**src/rtl/comparator_4bit_pkg.sv**
```systemverilog
// Shared definitions for the registered 4-bit unsigned magnitude comparator.
// The result encoding is one-hot {LT, GT, EQ}; CMP_NONE marks "no result yet".
package comparator_4bit_pkg;

    localparam int WIDTH = 4;

    typedef logic [2:0] cmp_result_t;

    localparam cmp_result_t CMP_NONE = 3'b000;
    localparam cmp_result_t CMP_EQ   = 3'b001;
    localparam cmp_result_t CMP_GT   = 3'b010;
    localparam cmp_result_t CMP_LT   = 3'b100;

endpackage

```
**src/rtl/comparator_4bit_cmp_bit_slice.sv**
```systemverilog
// One stage of the MSB-first magnitude cascade. Once an upstream stage has
// decided GT or LT, the decision passes through untouched; otherwise the
// first differing bit here settles it.
module cmp_bit_slice (
    input  logic a,
    input  logic b,
    input  logic eq_i,
    input  logic gt_i,
    input  logic lt_i,
    output logic eq_o,
    output logic gt_o,
    output logic lt_o
);

    // Resolve this bit only while every more significant bit has matched.
    always_comb begin
        eq_o = eq_i & ~(a ^ b);
        gt_o = gt_i | (eq_i & a & ~b);
        lt_o = lt_i | (eq_i & ~a & b);
    end

endmodule

```
**src/rtl/comparator_4bit.sv**
```systemverilog
// Registered 4-bit unsigned magnitude comparator.
// Flags A_eq_B / A_gt_B / A_lt_B are one-hot after the first accepted sample
// and all zero after reset. Optional |A-B| output: define COMPARATOR_4BIT_DIFF_EN.
module comparator_4bit
    import comparator_4bit_pkg::*;
#(
    parameter int WIDTH = comparator_4bit_pkg::WIDTH
) (
    input  logic             clk,
    input  logic             rst,
    input  logic             in_valid,
    input  logic [WIDTH-1:0] A,
    input  logic [WIDTH-1:0] B,
    output logic             out_valid,
    output logic             A_eq_B,
    output logic             A_gt_B,
    output logic             A_lt_B
`ifdef COMPARATOR_4BIT_DIFF_EN
    ,
    output logic [WIDTH-1:0] DIFF
`endif
);

    // Cascade taps: index WIDTH is the seed, index 0 is the final result.
    logic [WIDTH:0] eq_c;
    logic [WIDTH:0] gt_c;
    logic [WIDTH:0] lt_c;

    assign eq_c[WIDTH] = 1'b1;
    assign gt_c[WIDTH] = 1'b0;
    assign lt_c[WIDTH] = 1'b0;

    for (genvar i = WIDTH - 1; i >= 0; i--) begin : g_slice
        cmp_bit_slice u_slice (
            .a    (A[i]),
            .b    (B[i]),
            .eq_i (eq_c[i+1]),
            .gt_i (gt_c[i+1]),
            .lt_i (lt_c[i+1]),
            .eq_o (eq_c[i]),
            .gt_o (gt_c[i]),
            .lt_o (lt_c[i])
        );
    end

    cmp_result_t flags_d;
    cmp_result_t flags_q;
    logic        valid_d;
    logic        valid_q;

    // Capture a new result on an accepted sample, otherwise hold the last one.
    always_comb begin
        flags_d = flags_q;
        valid_d = in_valid;
        if (in_valid) begin
            flags_d = {lt_c[0], gt_c[0], eq_c[0]};
        end
    end

    // Output registers; reset wins over in_valid on the same edge.
    always_ff @(posedge clk) begin
        if (rst) begin
            flags_q <= CMP_NONE;
            valid_q <= 1'b0;
        end else begin
            flags_q <= flags_d;
            valid_q <= valid_d;
        end
    end

    assign out_valid = valid_q;
    assign A_eq_B    = flags_q[0];
    assign A_gt_B    = flags_q[1];
    assign A_lt_B    = flags_q[2];

`ifdef COMPARATOR_4BIT_DIFF_EN
    logic [WIDTH-1:0] diff_d;
    logic [WIDTH-1:0] diff_q;

    // Subtract the smaller operand from the larger so the result never wraps.
    always_comb begin
        diff_d = diff_q;
        if (in_valid) begin
            diff_d = lt_c[0] ? (B - A) : (A - B);
        end
    end

    // Magnitude register follows the same reset and hold rules as the flags.
    always_ff @(posedge clk) begin
        if (rst) begin
            diff_q <= '0;
        end else begin
            diff_q <= diff_d;
        end
    end

    assign DIFF = diff_q;
`endif

endmodule

```
**config.mk**
```make
export PLATFORM = sky130hd
export DESIGN_NAME = comparator_4bit
export DESIGN_NICKNAME = d
export VERILOG_FILES = /design/src/rtl/comparator_4bit_pkg.sv /design/src/rtl/comparator_4bit_cmp_bit_slice.sv /design/src/rtl/comparator_4bit.sv
export SDC_FILE = /design/constraint.sdc
export NUM_CORES = 1
export LEC_CHECK = 0
export BUFFER_PORTS_ARGS = -buffer_cell sky130_fd_sc_hd__clkbuf_2
export CORE_AREA = 2 2 39 41
export CTS_CLUSTER_DIAMETER = 120
export DETAILED_ROUTE_END_ITERATION = 10
export DIE_AREA = 0 0 41 43
export GPL_TIMING_DRIVEN = 0
export SLEW_MARGIN = 10
export SYNTH_ARGS = -nofsm -noshare
export SYNTH_HDL_FRONTEND = slang
export SYNTH_SLANG_ARGS = --single-unit
```
**constraint.sdc**
```tcl
create_clock -name clk -period 2.7 [get_ports clk]
set_clock_uncertainty 0.1 [all_clocks]
set_input_delay 0.135 -clock clk [delete_from_list [all_inputs] [get_ports clk]]
set_output_delay 0.135 -clock clk [all_outputs]
set_load 0.02 [all_outputs]
```
==> results.md, run 1 <==
- Post-Route Utilization: a little under a third
- DIE AREA: between 0.0015 and 0.002 mm²
- Final Hold Vio Count: 0
- Drt pass-1 iters: 4
- Routed WL per cell: 8.746 µm
- Hold Path Class: in2reg
- Slew HR: 83.05%
- RSZ-0062 raised after global routing: false
- Synth Register Bits: 4
- GPL Wtd Cong: 0.6406
- Core area: about 0.0014 mm²
- Warnings from Yosys: 0
- Logic pwr share: 26.0%
- Slew at the pin closest to its max-slew limit: around 250 ps
- Root Buffer: clkbuf_4
- Synth-to-layout area growth: 36.59%
- Clock tree buffer depth: 2
- Crit Path Max Fanout: 5
- I/O Pins: 15
- Largest cells by area after synthesis: dfxtp_1, nand2b_4, ha_1
- Peak VDD IR: 0.1722 mV
- Mean post-synth cell area: approximately 9.1 µm²
- Diode count: 0
- Synthesized area: 307.8 µm²
- Synth cell count leaders: inv_1, dfxtp_1
- Post-DP HPWL: 530.2 µm
- CTS tree: built
- Initial DRC Count: 5
- CTS clk-pin slew, worst paths: approximately 40 ps
- Row cnt: 14
- Overall Power: roughly 0.18 mW
- Number of global-route vias before repair: 272
- Clk Latency, worst-skew pair: 230 ps
- Congestion Overflow GR: 0
- Post-synthesis cell type count: 16
- Net Sw Frac: 26.39%
- H-tree levels: 1
- Cells after synthesis: 34
- Synth area leader: dfxtp_1
- Status: finished, final reports clean
- PnR worst setup slack: 1555 ps
- Required time of the critical path: 2710 ps
- Worst slack at placement: between 1000 and 1500 ps
- Hold_buf cts: 0
- Top FF cell, synth: dfxtp_1
- Fin crit period: 1145 ps
- Remaining DRCs: 0
- Max Cap Viol: 0
- Fin Setup TNS: 0 ps
- Synth Net Count: between 40 and 50
- Worst setup EP type: register
- CP Class: in2reg
- Die W: 41 µm
- Initial antenna violation count: 0
- Fraction of registers with async set/reset: 0%
- Total Wirelength: 586 µm
- Share of the synthesized area in the top cell type: 26.02%
- Layout net count: 66
- Seq/Total Area, Yosys: 26.02%
- Internal cell power: 0.1356 mW
- Share of layout cells above drive strength 1: approximately two fifths
- # resized after CTS: 0
- Slew Limit Fails: 0
- P_leak: 0.2103 nW
- Setup Viol. Count Final: 0
- Fin crit share: 42.41%
- Slack of the worst reg-to-reg path: between 1500 and 2000 ps
- F_max: 873.3 MHz
- Largest net degree at the start of global routing: 7
- Port bufs: 14
- Initial Util: 22.24%
- Clk pwr share: 39.0%
- TritonCTS buffer count: 3
- Final hold slack: 32.14 ps
- Total number of vias: 288
- GRT Total Usage: 8.425%
- Vias/cell: 4.299
- Most numerous cell in the Yosys netlist: inv_1
- Post-CTS setup buffers: 0
- Post-DRT Antenna Nets: 0
- EDFF count, synth: 0
- P per Cell Area: 438.3 mW/mm²
- First-pass GRT wire length: 972 µm
- Seq pwr share: approximately a third
- CP startpoint kind: input pin
- Die Y: 43 µm
- Net load switching power: 0.04862 mW
- Clk sinks: 4
- Critical path arrival: 1160 ps
-- stage by stage --
step                area (µm²)  std cells
floorplan                307.8         34
global placement         397.9         64
detailed placement       397.9         64
CTS                      420.4         67
global route             420.4         67
finish                   420.4         67
-- critical path, cell delays in order --
cell and delay [ps]:
clkbuf_2 90, inv_1 40, ha_1 330, and2_1 180, a221oi_1 300, a211oi_1 80
-- cells in the final DEF, fill, tap and decap left out, drive strengths merged --
master	count
clkbuf	17
inv	6
dfxtp	4
nand2b	4
nor2b	2
a21oi	2
maj3	2
xnor2	2
a221oi	2
o21bai	2
a211oi	2
ha	2
and2	1
xor2	1
nand4	1
o32ai	1
-- cell families after synthesis --
group	synth area share [%]
AND/OR/NAND/NOR	21.14
buffers and inverters	7.317
AO/OA/AOI/OAI	21.54
flip-flops	26.02
adder cells (fa/ha/maj)	15.45
XOR/XNOR	8.538
-- path summary, 6_finish.rpt --
| kind | start | endpoint | cells past startpoint |
|---|---|---|---|
| worst max-delay path | A[3] | flags_q[1] | 6 |
| worst min-delay path | rst | out_valid | 2 |
| worst max register to register | flags_q[0] | flags_q[0] | 2 |
| worst min register to register | flags_q[0] | flags_q[0] | 2 |
-- routing by layer --
metal | up-vias | share of wire (%) | global-route usage, %
met1 | 122 | 39 | 8.974
li1 | 155 | - | -
met5 | - | 0 | 0
met2 | 11 | 51 | 12.81
met3 | 0 | 9.6 | 3.141
met4 | 0 | 0 | 6.000
-- power by group through the flow --
stage / clock network [mW] / registers (mW) / logic (mW)
2_1_floorplan: 0 / 0.0700 / 0.0244
3_3_place_gp: 0 / 0.0655 / 0.0479
3_5_place_dp: 0 / 0.0655 / 0.0487
4_1_cts: 0.0747 / 0.0646 / 0.0487
5_1_grt: 0.0808 / 0.0648 / 0.0538
6_report: 0.0718 / 0.0646 / 0.0479
-- registers in the layout, indices dropped and copies added, names as in the netlist --
name / cells
flags_q: 3
out_valid: 1
-- cell type report --
type	count	area, µm²
clock buffers	3	22.52
fillers	153	963.4
inverters	6	22.52
multi-input cells	24	205.2
flip-flops and latches	4	80.08
well taps	16	20.02
repair buffers	14	70.07
Note: power is estimated with default switching activity, not from simulation.
==> run 2: changes to the inputs <==
--- a/config.mk
+++ b/config.mk
@@ -5,6 +5,7 @@
 export SDC_FILE = /design/constraint.sdc
 export NUM_CORES = 1
 export LEC_CHECK = 0
+export ABC_AREA = 1
 export BUFFER_PORTS_ARGS = -buffer_cell sky130_fd_sc_hd__clkbuf_2
 export CORE_AREA = 2 2 39 41
 export CTS_CLUSTER_DIAMETER = 120
==> constraint.sdc (replaced) <==
create_clock -name clk -period 1.1 [get_ports clk]
set_clock_uncertainty 0.1 [all_clocks]
set_input_delay 0.055 -clock clk [delete_from_list [all_inputs] [get_ports clk]]
set_output_delay 0.055 -clock clk [all_outputs]
set_load 0.02 [all_outputs]
==> results.md, run 2 <==
- Diode count: 0 (unchanged)
- Largest net degree at the start of global routing: 6 (-1)
- Synth Register Bits: 4 (unchanged)
- CP Class: in2reg
- Inst Count DP: 82 (+28%)
- Synth cell count leaders: inv_1, nand2_1, nor2_1
- Synth area leader: dfxtp_1
- Required time of the critical path: 1170 ps (-1540 ps)
- Synth-to-layout area growth: 39.84%
- Slack of the worst reg-to-reg path: 330 ps (-1570 ps)
- Worst Setup SP: rst
- Core area: 0.001384 mm² (unchanged)
- Setup Viol. Count Final: 0 (unchanged)
- Fin crit period: 960.7 ps
- Initial Util: 22.24% (unchanged)
- Fin area: 430.4 µm² (+2.4%)
- Share of layout cells above drive strength 1: 27.14% (-14 points)
- EDFF count, synth: 0 (unchanged)
- H-tree levels: 1 (unchanged)
- Row cnt: 14 (unchanged)
- Post-DP HPWL: 520.4 µm (-1.8%)
- Status: finished, final reports clean
- Top FF cell, synth: dfxtp_1
- RSZ-0062 raised after global routing: false
- Initial DRC Count: 4 (-1)
- F_max: 1041 MHz
- Max Cap Viol: 0 (unchanged)
- Slew HR: 84.68% (+1.6 points)
- GRT Total Usage: 8.133% (-0.29 points)
- Most numerous cell in the Yosys netlist: inv_1
- Share of the synthesized area in the top cell type: 26.02% (unchanged)
- TritonCTS buffer count: 3 (unchanged)
- Reg2Reg Launch Point: flags_q[2]
- Layout net count: 85 (+29%)
- CTS tree: built
- Remaining DRCs: 0 (unchanged)
- Clk Latency, worst-skew pair: 230 ps (about the same)
- Crit Path Max Fanout: 2 (-3)
- Fraction of registers with async set/reset: 0% (unchanged)
- Most flops, register: flags_q
- Slew at the pin closest to its max-slew limit: 227.4 ps (-25.02 ps)
- Mean post-synth cell area: 5.919 µm² (-35%)
- Number of flip-flops in the largest register: 3 (unchanged)
- Clock tree buffer depth: 2 (unchanged)
- Synth Net Count: 65 (+38%)
- Total number of vias: 351 (+22%)
- Commonest non-fill, non-tap cell in the layout: clkbuf_2
- Post-CTS setup buffers: 0 (unchanged)
- Port bufs: 14 (unchanged)
- DIE AREA: 0.001763 mm² (unchanged)
- Total Wirelength: 631 µm (+7.7%)
- Largest cells by area after synthesis: dfxtp_1, inv_1, nand2_1
- Routed WL per cell: 7.337 µm (-16%)
- P per Cell Area: 1054 mW/mm² (+140%)
- Cells after synthesis: 52 (+53%)
- Die W: 41 µm (unchanged)
- Initial antenna violation count: 0 (unchanged)
- Post-DRT Antenna Nets: 0 (unchanged)
- Worst setup EP type: register
- Fin crit share: between 80 and 90%
- Root Buffer: clkbuf_4
- R2R cell count: 2 (unchanged)
- Worst reg2reg path endpoint: flags_q[2]
- I/O Pins: 15 (unchanged)
- Final Hold Vio Count: 0 (unchanged)
- Overall Power: 0.4536 mW (+150%)
- CTS clk-pin slew, worst paths: 40 ps (about the same)
- Most frequent cells in the layout: clkbuf_2, inv_1, nand2_1
- Post-synthesis cell type count: 10 (-6)
- Drt pass-1 iters: 3 (-1)
- Warnings from Yosys: 0 (unchanged)
- Slew Limit Fails: 0 (unchanged)
- Seq/Total Area, Yosys: 26.02% (unchanged)
- Synthesized area: 307.8 µm² (unchanged)
- Number of global-route vias before repair: 284 (+4.4%)
- Area after DPL: 397.9 µm² (unchanged)
- GPL Wtd Cong: 0.6594 (+2.9%)
- Clk sinks: 4 (unchanged)
- Congestion Overflow GR: 0 (unchanged)
- Critical path arrival: 1030 ps (-130 ps)
- Setup crit end: flags_q[0]
- Die Y: 43 µm (unchanged)
- Hold Path Class: in2reg
- First-pass GRT wire length: 993 µm (+2.2%)
- Vias/cell: 4.081 (-5.1%)
- P_leak: 0.2598 nW (+24%)
- Final hold slack: 34.04 ps (+1.895 ps)
- Final cell count without fillers: 86 (+28%)
- CP startpoint kind: input pin
- Post-Route Utilization: 31.10% (+0.72 points)
- Peak VDD IR: 0.3018 mV (+75%)
==> run 2: changes by cell type after synthesis, moves of 7 or more <==
cell / before / now
inv_1: 6 / 13
nand2_1: 0 / 11
nand3_1: 0 / 7
nor2_1: 0 / 8
==> run 2: worst min path at each step <==
stage	from	end	slack (ps)	cells after the start
after global routing	A[0]	flags_q[2]	60	4
final	in_valid	out_valid	30	3
after CTS	A[0]	flags_q[2]	40	4
after global placement	rst	out_valid	150	2
after detailed placement	rst	out_valid	150	2
after floorplan	rst	out_valid	40	1
==> run 2: metal layers <==
metal  part of all wire, %  global-route usage, %  wire length (µm)
met1                    43                  8.682               271
met2                    50                  14.06               318
met3                   5.1                  1.571                32
met4                   1.4                  4.000                 9
met5                     0                      0                 0
==> run 2: cell families after synthesis <==
group / synth area share [%]
AOI/OAI and AO/OA: 10.57
and+or+nand+nor: 39.43
buffers and inverters: 15.85
DFF: 26.02
adders and majority gates: 8.129
==> run 2: stage by stage <==
step,TNS (ps),setup WS (ps)
final,0,139.3
after global routing,0,48.99
after CTS,0,141.7
after detailed placement,-130.2,-65.32
after global placement,-77.05,-43.47
after floorplan,0,115.4
==> run 2: repair_timing <==
action	in CTS	in global routing
hold endpoints to repair	1	0
resized for setup	0	0
setup endpoints to repair	0	0
hold buffers	1	0
==> run 2: final cells by class <==
cell class	instances	area (µm²)
clock buffers	3	22.52
repair buffers	15	80.08
fillers	153	953.4
multi-input cells	35	178.9
flip-flops and latches	4	80.08
well taps	16	20.02
inverters	13	48.80
==> run 2: worst max-delay path, cell delays in order <==
cell           delay, ps
dlygate4sd3_1        540
clkbuf_2             110
nor2_1               130
nand3b_1              80
o21ai_1              110
==> run 2: power by group <==
part | leakage (nW) | switching [mW] | total (mW) | internal, mW
logic | 0.213 | 0.0676 | 0.115 | 0.0469
clock network | 0.0138 | 0.0595 | 0.182 | 0.122
registers | 0.0330 | 0.00302 | 0.158 | 0.155
